`config.mk`:
```
export PLATFORM = sky130hd
export DESIGN_NAME = ram_window_scanner
export DESIGN_NICKNAME = d
export VERILOG_FILES = /design/src/rtl/lcd_ram_pkg.sv /design/src/rtl/ram_window_scanner.sv
export SDC_FILE = /design/constraint.sdc
export NUM_CORES = 1
export LEC_CHECK = 0
export CORE_MARGIN = 5
export CORE_UTILIZATION = 47
export DETAILED_ROUTE_END_ITERATION = 8
export PLACE_DENSITY_LB_ADDON = 0.25
export SLEW_MARGIN = 20
export SYNTH_ARGS = -nofsm -noshare
export SYNTH_HDL_FRONTEND = slang
export SYNTH_SLANG_ARGS = --single-unit
```
`constraint.sdc`:
```
create_clock -name clk -period 3.75 [get_ports clk]
set_clock_uncertainty 0.1 [all_clocks]
set_input_delay 0.75 -clock clk [delete_from_list [all_inputs] [get_ports clk]]
set_output_delay 0.75 -clock clk [all_outputs]
set_load 0.005 [all_outputs]
```
`src/rtl/lcd_ram_pkg.sv`:
```
`default_nettype none
// ============================================================================
// Module   : lcd_ram_pkg
// Purpose  : Shared types and defaults for the LCD line-RAM read path
//            (RAM geometry and the window scanner state encoding).
// Revision : 1.0 - initial release
// ============================================================================
package lcd_ram_pkg;

  localparam int DEFAULT_ADDR_W = 4;
  localparam int DEFAULT_DATA_W = 8;

  // Largest scan length; equals the RAM depth (2**DEFAULT_ADDR_W).
  localparam int MAX_WINDOWS = 16;

  typedef enum logic [1:0] {
    IDLE = 2'd0,
    RUN  = 2'd1,
    DONE = 2'd2
  } scan_state_t;

endpackage : lcd_ram_pkg
`default_nettype wire

```
`src/rtl/ram_window_scanner.sv`:
```
`default_nettype none
// ============================================================================
// Module   : ram_window_scanner
// Purpose  : Walks an address range of the 3-read-port line RAM, driving
//            taps (a, a+1, a+2) and streaming each 3-byte window out on a
//            valid/ready interface at up to one window per cycle.
// Revision : 1.0 - initial release
// ============================================================================
module ram_window_scanner
  import lcd_ram_pkg::*;
#(
  parameter int ADDR_W = DEFAULT_ADDR_W,
  parameter int DATA_W = DEFAULT_DATA_W
) (
  input  logic              clk,
  input  logic              rst_n,
  input  logic              start,
  input  logic [ADDR_W-1:0] base,
  input  logic [ADDR_W:0]   count,
  output logic              ram_ce,
  output logic              ram_we,
  output logic [ADDR_W-1:0] ram_addr0,
  output logic [ADDR_W-1:0] ram_addr1,
  output logic [ADDR_W-1:0] ram_addr2,
  input  logic [DATA_W-1:0] ram_data0,
  input  logic [DATA_W-1:0] ram_data1,
  input  logic [DATA_W-1:0] ram_data2,
  output logic [DATA_W-1:0] win0,
  output logic [DATA_W-1:0] win1,
  output logic [DATA_W-1:0] win2,
  output logic              win_valid,
  input  logic              win_ready,
  output logic              win_last,
  output logic              busy,
  output logic              done
);

  localparam logic [ADDR_W:0]   C_MAX_N = MAX_WINDOWS[ADDR_W:0];
  localparam logic [ADDR_W:0]   C_INC   = 1;
  localparam logic [ADDR_W-1:0] C_ONE   = 1;
  localparam logic [ADDR_W-1:0] C_TWO   = 2;

  scan_state_t       r_state;
  logic [ADDR_W-1:0] r_base;
  logic [ADDR_W:0]   r_num;      // clamped window count for this scan
  logic [ADDR_W:0]   r_issued;   // windows fetched so far
  logic              r_pending;  // RAM output holds a fetched, uncaptured window
  logic [ADDR_W-1:0] r_addr0;
  logic [ADDR_W-1:0] r_addr1;
  logic [ADDR_W-1:0] r_addr2;

  logic              w_run;
  logic              w_advance;
  logic              w_load;
  logic              w_issue;
  logic              w_accept;
  logic [ADDR_W-1:0] w_tap0;

  assign w_run     = (r_state == RUN);
  assign w_advance = !win_valid || win_ready;
  assign w_load    = w_run && r_pending && w_advance;
  // A new fetch may only replace pending RAM data if that data is captured
  // this same cycle; otherwise the RAM address register must hold.
  assign w_issue   = w_run && (r_issued < r_num) && (!r_pending || w_advance);
  assign w_accept  = win_valid && win_ready;
  assign w_tap0    = r_base + r_issued[ADDR_W-1:0];

  assign ram_ce    = w_issue;
  assign ram_we    = 1'b0;
  // Addresses show the new fetch while issuing, else the last one issued.
  assign ram_addr0 = w_issue ? w_tap0         : r_addr0;
  assign ram_addr1 = w_issue ? w_tap0 + C_ONE : r_addr1;
  assign ram_addr2 = w_issue ? w_tap0 + C_TWO : r_addr2;

  assign busy      = (r_state != IDLE);
  assign done      = (r_state == DONE);

  // Scan control, fetch tracking and the registered window stage.
  always_ff @(posedge clk or negedge rst_n) begin
    if (!rst_n) begin
      r_state   <= IDLE;
      r_base    <= '0;
      r_num     <= '0;
      r_issued  <= '0;
      r_pending <= 1'b0;
      r_addr0   <= '0;
      r_addr1   <= '0;
      r_addr2   <= '0;
      win0      <= '0;
      win1      <= '0;
      win2      <= '0;
      win_valid <= 1'b0;
      win_last  <= 1'b0;
    end else begin
      case (r_state)
        IDLE: begin
          if (start) begin
            r_base    <= base;
            r_num     <= (count > C_MAX_N) ? C_MAX_N : count;
            r_issued  <= '0;
            r_pending <= 1'b0;
            r_state   <= (count == '0) ? DONE : RUN;
          end
        end
        RUN: begin
          if (w_issue) begin
            r_issued <= r_issued + C_INC;
            r_addr0  <= w_tap0;
            r_addr1  <= w_tap0 + C_ONE;
            r_addr2  <= w_tap0 + C_TWO;
          end
          r_pending <= w_issue || (r_pending && !w_load);
          if (w_load) begin
            win0      <= ram_data0;
            win1      <= ram_data1;
            win2      <= ram_data2;
            win_valid <= 1'b1;
            // Pending data belongs to window r_issued-1, the last one when
            // every window has already been fetched.
            win_last  <= (r_issued == r_num);
          end else if (w_accept) begin
            win_valid <= 1'b0;
            win_last  <= 1'b0;
          end
          if (w_accept && win_last) begin
            r_state <= DONE;
          end
        end
        DONE: begin
          r_state <= IDLE;
        end
        default: begin
          r_state <= IDLE;
        end
      endcase
    end
  end

endmodule : ram_window_scanner
`default_nettype wire
```
# After elaboration in Yosys (flattened, before gate mapping)
# Index checks and enable logic that the tools add are counted.
# word_totals
reg_bits,55
latchBits,0
ramBits,0
mem_bits_ro,0
input_bits,37
wordCells,65
mem_count,0
# classes
n_addsub,4
multipliers,0
div,0
order_cmp,2
n_eq_ne,6
n_shift,0
mux,16
bitwise_logic,0
n_reduce_logical,24
# op_table
operator,count
$mux W5,3
$mux W4,3
$pmux W5 S2,1
$reduce_and A2 Y1,5
$logic_and A1 B1 Y1,7
$mux W2,3
$reduce_bool A2 Y1,3
$add A5 B1 Y5 const B,1
$eq A5 B5 Y1,1
$gt A5 B5 Y1 const B,1
$logic_not A5 Y1,1
$lt A5 B5 Y1,1
$add A4 B1 Y4 const B,1
$add A4 B2 Y4 const B,1
$add A4 B4 Y4,1
$mux W1,4
$ne A2 B1 Y1 const B,2
$pmux W2 S2,1
$logic_not A1 Y1,3
$logic_or A1 B1 Y1,3
$reduce_and A3 Y1,1
$eq A2 B1 Y1 const B,1
$eq A2 B2 Y1 const B,1
$logic_not A2 Y1,1
2 further kinds,2

# Logic depth before layout (Yosys ltp)
# Gate-level depths: netlist of run 1.
# depth
depth_word,7
ltp_mapped,7
ltp_nobuf,7

# Least setup slack after synthesis of run 1
# OpenSTA, ideal clock, no wires.
# synth_path
kind,register to output
start,reg r_issued[0]
end,out ram_addr2[3]
t_arrival_ns,2.139
required_ns,2.900
setup_slack_ns,0.761
path_stages_with_launch,7
path_buffers,0
cell_sequence,dfrtp_1 -> ha_1 -> fa_1 -> xor2_1 -> ha_1 -> xor3_1 -> mux2_2
# synth_via
elab_chain_len,4
elab_cells_between_ends,6
cone_classes,2 x add/sub; 1 x order compare; 1 x mux; 2 x reduce/logical
# synth_rtl
item,line_no,source
from (decl),ram_window_scanner.sv:46,logic [ADDR_W:0] r_issued;
from (signal assigned),ram_window_scanner.sv:107,r_issued <= r_issued + C_INC;
branches (longest 3 deep; another with $add A4 B4 Y4),--,
$mux W4 *,--,
to (decl),ram_window_scanner.sv:24,"output logic [ADDR_W-1:0] ram_addr2,"
# Mark *: on every way between the ends.

# Worst setup path in the final report of run 1
# layout_path
start,reg r_base[0]
end,out ram_addr2[3]
# layout_via
elab_chain_len,3
# layout_rtl
item,line_no,source
from (decl),ram_window_scanner.sv:44,logic [ADDR_W-1:0] r_base;
from (signal assigned),ram_window_scanner.sv:98,r_base <= base;
$add A4 B4 Y4,ram_window_scanner.sv:66,assign w_tap0 = r_base + r_issued[ADDR_W-1:0];
$add A4 B2 Y4,ram_window_scanner.sv:73,assign ram_addr2 = w_issue ? w_tap0 + C_TWO : r_addr2;
$mux W4,--,
# No other way between the ends.

==> metrics.txt, run 1 <==
Root Driver clkbuf_8; Max-slew headroom 49.5%; Area growth syn-to-layout 38.4%; Residual DRC 0; clk buf depth 2; Fin. Hold Viols 0; Reg clk slew, reported paths approximately 100 ps; Post-synth top flop dfrtp_1; Yosys top cell area share around half; Core Rows 27; Synth Cell Area roughly 2700 sq um; largest net degree at the start of global routing 35; Setup TNS 0 ps; DR vias around 1900; Yosys reg bits 55; PwrDens around 1200 nW/um^2; Syn Nets roughly 260; latest clock arrival within the worst-skew pair ~300 ps; hold_sp r_num[2]; DRT Pass-1 Iters 4; Crit path arrival time 2730 ps; fin. max-slew vios 0; vias in the first global route 2006; hold slack final ~400 ps; Worst Setup SP r_base[0]; commonest non-fill, non-tap cell in the layout clkdlybuf4s50_1; Critical Path RT ~2900 ps; CP max FO 2; RD Place Congestion 0.857; Synth cell types 39; mean post-synth cell area 12.6 sq um; gr ovfl total 0; most frequent cells in the layout clkdlybuf4s50_1, dfrtp_1, mux2_2; LEAKAGE 1.60 nW; fill cell count 437; sequential share of the synthesized area around half; Worst Setup Start Kind flip-flop; MaxCap Viol Count 0; WL per Instance 14.7 um; Power, Total 4.37 mW; Reg-to-Reg Start r_base[0]; hold_buf cts 0; Initial DRC Count 42; Detail Placement HPWL 4100 um; clock tree from TritonCTS built; Final nets roughly 350; status complete, no violations; antenna diode count 0; total routed wirelength approximately 5500 um; fin util 67.4%; # setup viols final 0; number of antenna violations at the first check in global routing 0; post-synth top area cell dfrtp_1; critical path capture point type output port; clock sink total 55; Post-synth EDFFs 0; GRT Overall Usage 16.0%; Peak VDD IR between 0.6 and 0.7 mV; Syn Inst Count ~220; first-pass GRT wire length around 9400 um; synth warn 0; CTS H-tree lvls 2; Die X 85.8 um; Starting Density 48.7%; DR vias/cell about 5.2; die span in y 85.8 um; RSZ-0062 raised after global routing false; core area 5540 sq um; Crit Path Class flip-flop to output port; port bufs 77; post-route minimum period 3580 ps; Fmax 279 MHz; final non-filler cell total about 370; layout cells sized above 1 24.3%; I/O pins 79; dpl cells between 300 and 400; CTS Buf Count 5; die area between 7000 and 8000 sq um; Async S/R FF share, synth 100%; synth top area cells dfrtp_1, mux2_2, ha_1, nand2_1, o31ai_1; final critical-path share of the clock period 95.4%; Worst Tran Pin Value 757 ps; Antenna Nets Post-Route 0; Hold Crit Class flip-flop to flip-flop
where the power goes:
part | internal [mW] | switching, mW
clock | 0.267 | 0.192
sequential | 0.901 | 0.183
combinational | 1.77 | 1.06
total | 2.94 | 1.43
flip-flops by register name (all words and copies together), names as in the netlist:
signal	count
r_addr0	4
r_addr1	4
r_addr2	4
r_base	4
r_issued	5
r_num	5
r_pending	1
r_state	2
win0	8
win1	8
win2	8
win_last	1
win_valid	1
synth_stat cells (3+ instances only):
cell / count
nand3_1: 3
nand3b_1: 3
mux2i_1: 3
ha_1: 11
o31ai_1: 7
xor2_1: 3
a21oi_1: 4
mux2_2: 47
nand2_1: 16
inv_1: 8
nor2_1: 6
o21ai_0: 10
buf_4: 5
clkbuf_1: 3
nand2b_1: 4
dfrtp_1: 55
worst paths after layout:
check                               end  slack, ps  cells past startpoint
max in group asynchronous    r_addr2[0]       2360                      2
setup reg to reg             r_addr2[3]       1560                      5
hold / removal                 r_num[2]        390                      2
hold reg to reg                r_num[2]        390                      2
setup / recovery           ram_addr2[3]        170                      6
min in group asynchronous       win2[7]        400                      1
layout make-up:
class                           instances  area (sq um)  area share [%]
Sequential cell                        55          1380            36.9
Clock buffer                            6          72.6            1.94
Inverter                                8          30.0           0.804
Multi-Input combinational cell        143          1260            33.7
Timing Repair Buffer                   86           846            22.6
Tap cell                               72          90.1            2.41
Clock inverter                          2          60.1            1.61
worst max-delay path, cell delays in order, from the launching register on:
cell             delay (ps)
dfrtp_1                 400
ha_2                    210
fa_2                    530
ha_1                    160
xor3_1                  410
mux2_2                  270
clkdlybuf4s50_1         440
per-stage QoR:
stage | instance area [sq um] | setup slack [ps]
6_report | 3730 | 172
3_3_place_gp | 3570 | 286
5_1_grt | 3730 | 28.0
4_1_cts | 3720 | 34.3
2_1_floorplan | 2700 | 761
3_5_place_dp | 3570 | 230
timing repair:
item,in CTS,in global routing
pin swaps,1,0
resized for setup,1,4
buffers inserted,1,0
setup endpoints to repair,2,2
kinds of logic (layout without fill, tap and decap cells):
family	count (synthesis)	after routing	synth area share, %
other	1	1	0.139
adders and majority gates	12	12	5.84
AOI/OAI and AO/OA	30	30	7.65
muxes	50	50	20.7
and+or+nand+nor	44	44	8.48
buffers and inverters	17	102	3.11
xor gates and xnor gates	6	6	3.06
DFF	55	55	51.0
layer usage:
layer	vias to the layer above	track usage, %	share of wire (%)	routed length, um
li1	934	-	-	-
met1	952	18.4	42	2310
met2	52	26.0	46	2490
met3	5	8.74	11	591
met4	0	3.88	0.99	54
met5	-	0	0	0
Power figures use the tool's default switching activity.
==> run 2: changes to the inputs <==
- clock period: 3.75 -> 3.6 ns (I/O delays scaled with it)
==> run 2 against run 1 <==
- global-route usage increased by 0.77 points
- clock power decreased by 26%
- sequential share of layout area about the same
- highest routed layer unchanged
- sequential power increased by 4%
- largest power group unchanged
==> metrics.txt, run 2 (synthesis results as in run 1) <==
CP max FO 2; Worst Setup Start Kind flip-flop; Detail Placement HPWL about 4500 um; antenna diode count 0; biggest regs win0 (8), win1 (8), win2 (8); die span in y 85.8 um; clock sink total 55; WL met3 588 um; DR vias/cell 5.12; most frequent cells in the layout clkdlybuf4s50_1, dfrtp_1, mux2_2; Peak VDD IR 0.707 mV; layout cells sized above 1 25.8%; LEAKAGE 1.62 nW; final critical-path share of the clock period around 100%; Hold Crit Class primary input to async pin; commonest non-fill, non-tap cell in the layout clkdlybuf4s50_1; number of antenna violations at the first check in global routing 0; first-pass GRT wire length a little under 10000 um; # setup viols final 0; GRT Overall Usage between 15 and 20%; gr ovfl total 0; Core Rows 27; Residual DRC 0; fin util a little under 70%; Area growth syn-to-layout 38.2%; multi-input logic area approximately 1300 sq um; PwrDens approximately 1200 nW/um^2; Max-slew headroom about three fifths; status complete, no violations; latest clock arrival within the worst-skew pair approximately 300 ps; Die X ~86 um; CTS Buf Count 5; Final nets ~360; Fin. Hold Viols 0; die area roughly 7400 sq um; Starting Density roughly 49%; met2 WL roughly 2600 um; fill cell count 453; RD Place Congestion 0.842; post-route minimum period around 3600 ps; MaxCap Viol Count 0; M1 WL ~2400 um; Antenna Nets Post-Route 0; hold_buf cts 0; Power, Total 4.54 mW; largest net degree at the start of global routing 26; RSZ-0062 raised after global routing true; Critical Path RT between 2000 and 3000 ps; Fmax 279 MHz; Initial DRC Count between 40 and 50; Crit path arrival time ~2800 ps; R2R cell count 8; clock tree from TritonCTS built; DRT Pass-1 Iters 4; fin. max-slew vios 0; port bufs 77; total routed wirelength roughly 5700 um; CTS H-tree lvls 2; Worst Tran Pin Value 627 ps; Crit Path Class flip-flop to output port; WL per Instance 15.1 um; I/O pins 79; core area ~5500 sq um; Root Driver clkbuf_8; Reg clk slew, reported paths 90 ps; highest routed layer met4; critical path capture point type output port; vias in the first global route approximately 2100; Reg area 1380 sq um; clk buf depth 2; DR vias slightly below 2000
==> run 2: cell types whose count changed in the layout (fill, tap and decap cells not counted), sizes merged <==
cell           change
bufinv             -2
buf                +7
clkdlybuf4s50      -1
dlymetal6s2s       +1
clkinv             +1
==> run 2: per-stage QoR <==
stage	cell area, sq um	hold WS [ps]	std cells	setup slack, ps	TNS (ps)
2_1_floorplan	2700	324	215	641	0
3_3_place_gp	3600	366	368	178	0
3_5_place_dp	3600	371	368	116	0
4_1_cts	3710	310	376	3.25	0
5_1_grt	3730	338	378	-107	-107
6_report	3730	294	378	14.8	0
==> run 2: area by class of cell <==
class / instances / share of cell area, %
Clock buffer: 6 / 2.21
Clock inverter: 1 / 0.134
Sequential cell: 55 / 36.9
Inverter: 8 / 0.805
Tap cell: 72 / 2.42
Timing Repair Buffer: 93 / 23.8
Multi-Input combinational cell: 143 / 33.7
==> run 2: per-layer routing <==
layer,track usage [%],vias to the layer above
met3,8.74,5
met1,20.1,939
met5,0,-
met2,26.5,51
met4,4.46,0
li1,-,940
==> run 2: repair_timing <==
action | 4_1_cts | 5_1_grt
resized for setup | 3 | 2
setup buffers | 1 | 2
setup endpoints to repair | 2 | 2
pin swaps | 1 | 1
==> run 2: final timing paths <==
| kind | from | end | slack (ps) |
|---|---|---|---|
| worst max-delay path | r_base[0] | ram_addr2[3] | 10 |
| max in group asynchronous | rst_n | r_base[2] | 2470 |
| worst min-delay path | rst_n | win2[2] | 290 |
| worst min register to register | r_num[1] | r_num[1] | 390 |
| worst max register to register | r_base[0] | r_addr1[3] | 1210 |
| min in group clk | r_num[1] | r_num[1] | 390 |
==> run 2: critical path: stages, from the launching register on <==
cell and delay, ps:
dfrtp_1 400, ha_1 230, fa_2 540, ha_1 160
xor3_1 420, mux2_2 270, clkdlybuf4s50_1 440
==> run 2: power by group <==
group / switching (mW) / internal, mW
logic: 1.17 / 1.90
registers: 0.179 / 0.939
clock network: 0.190 / 0.152
total: 1.54 / 2.99
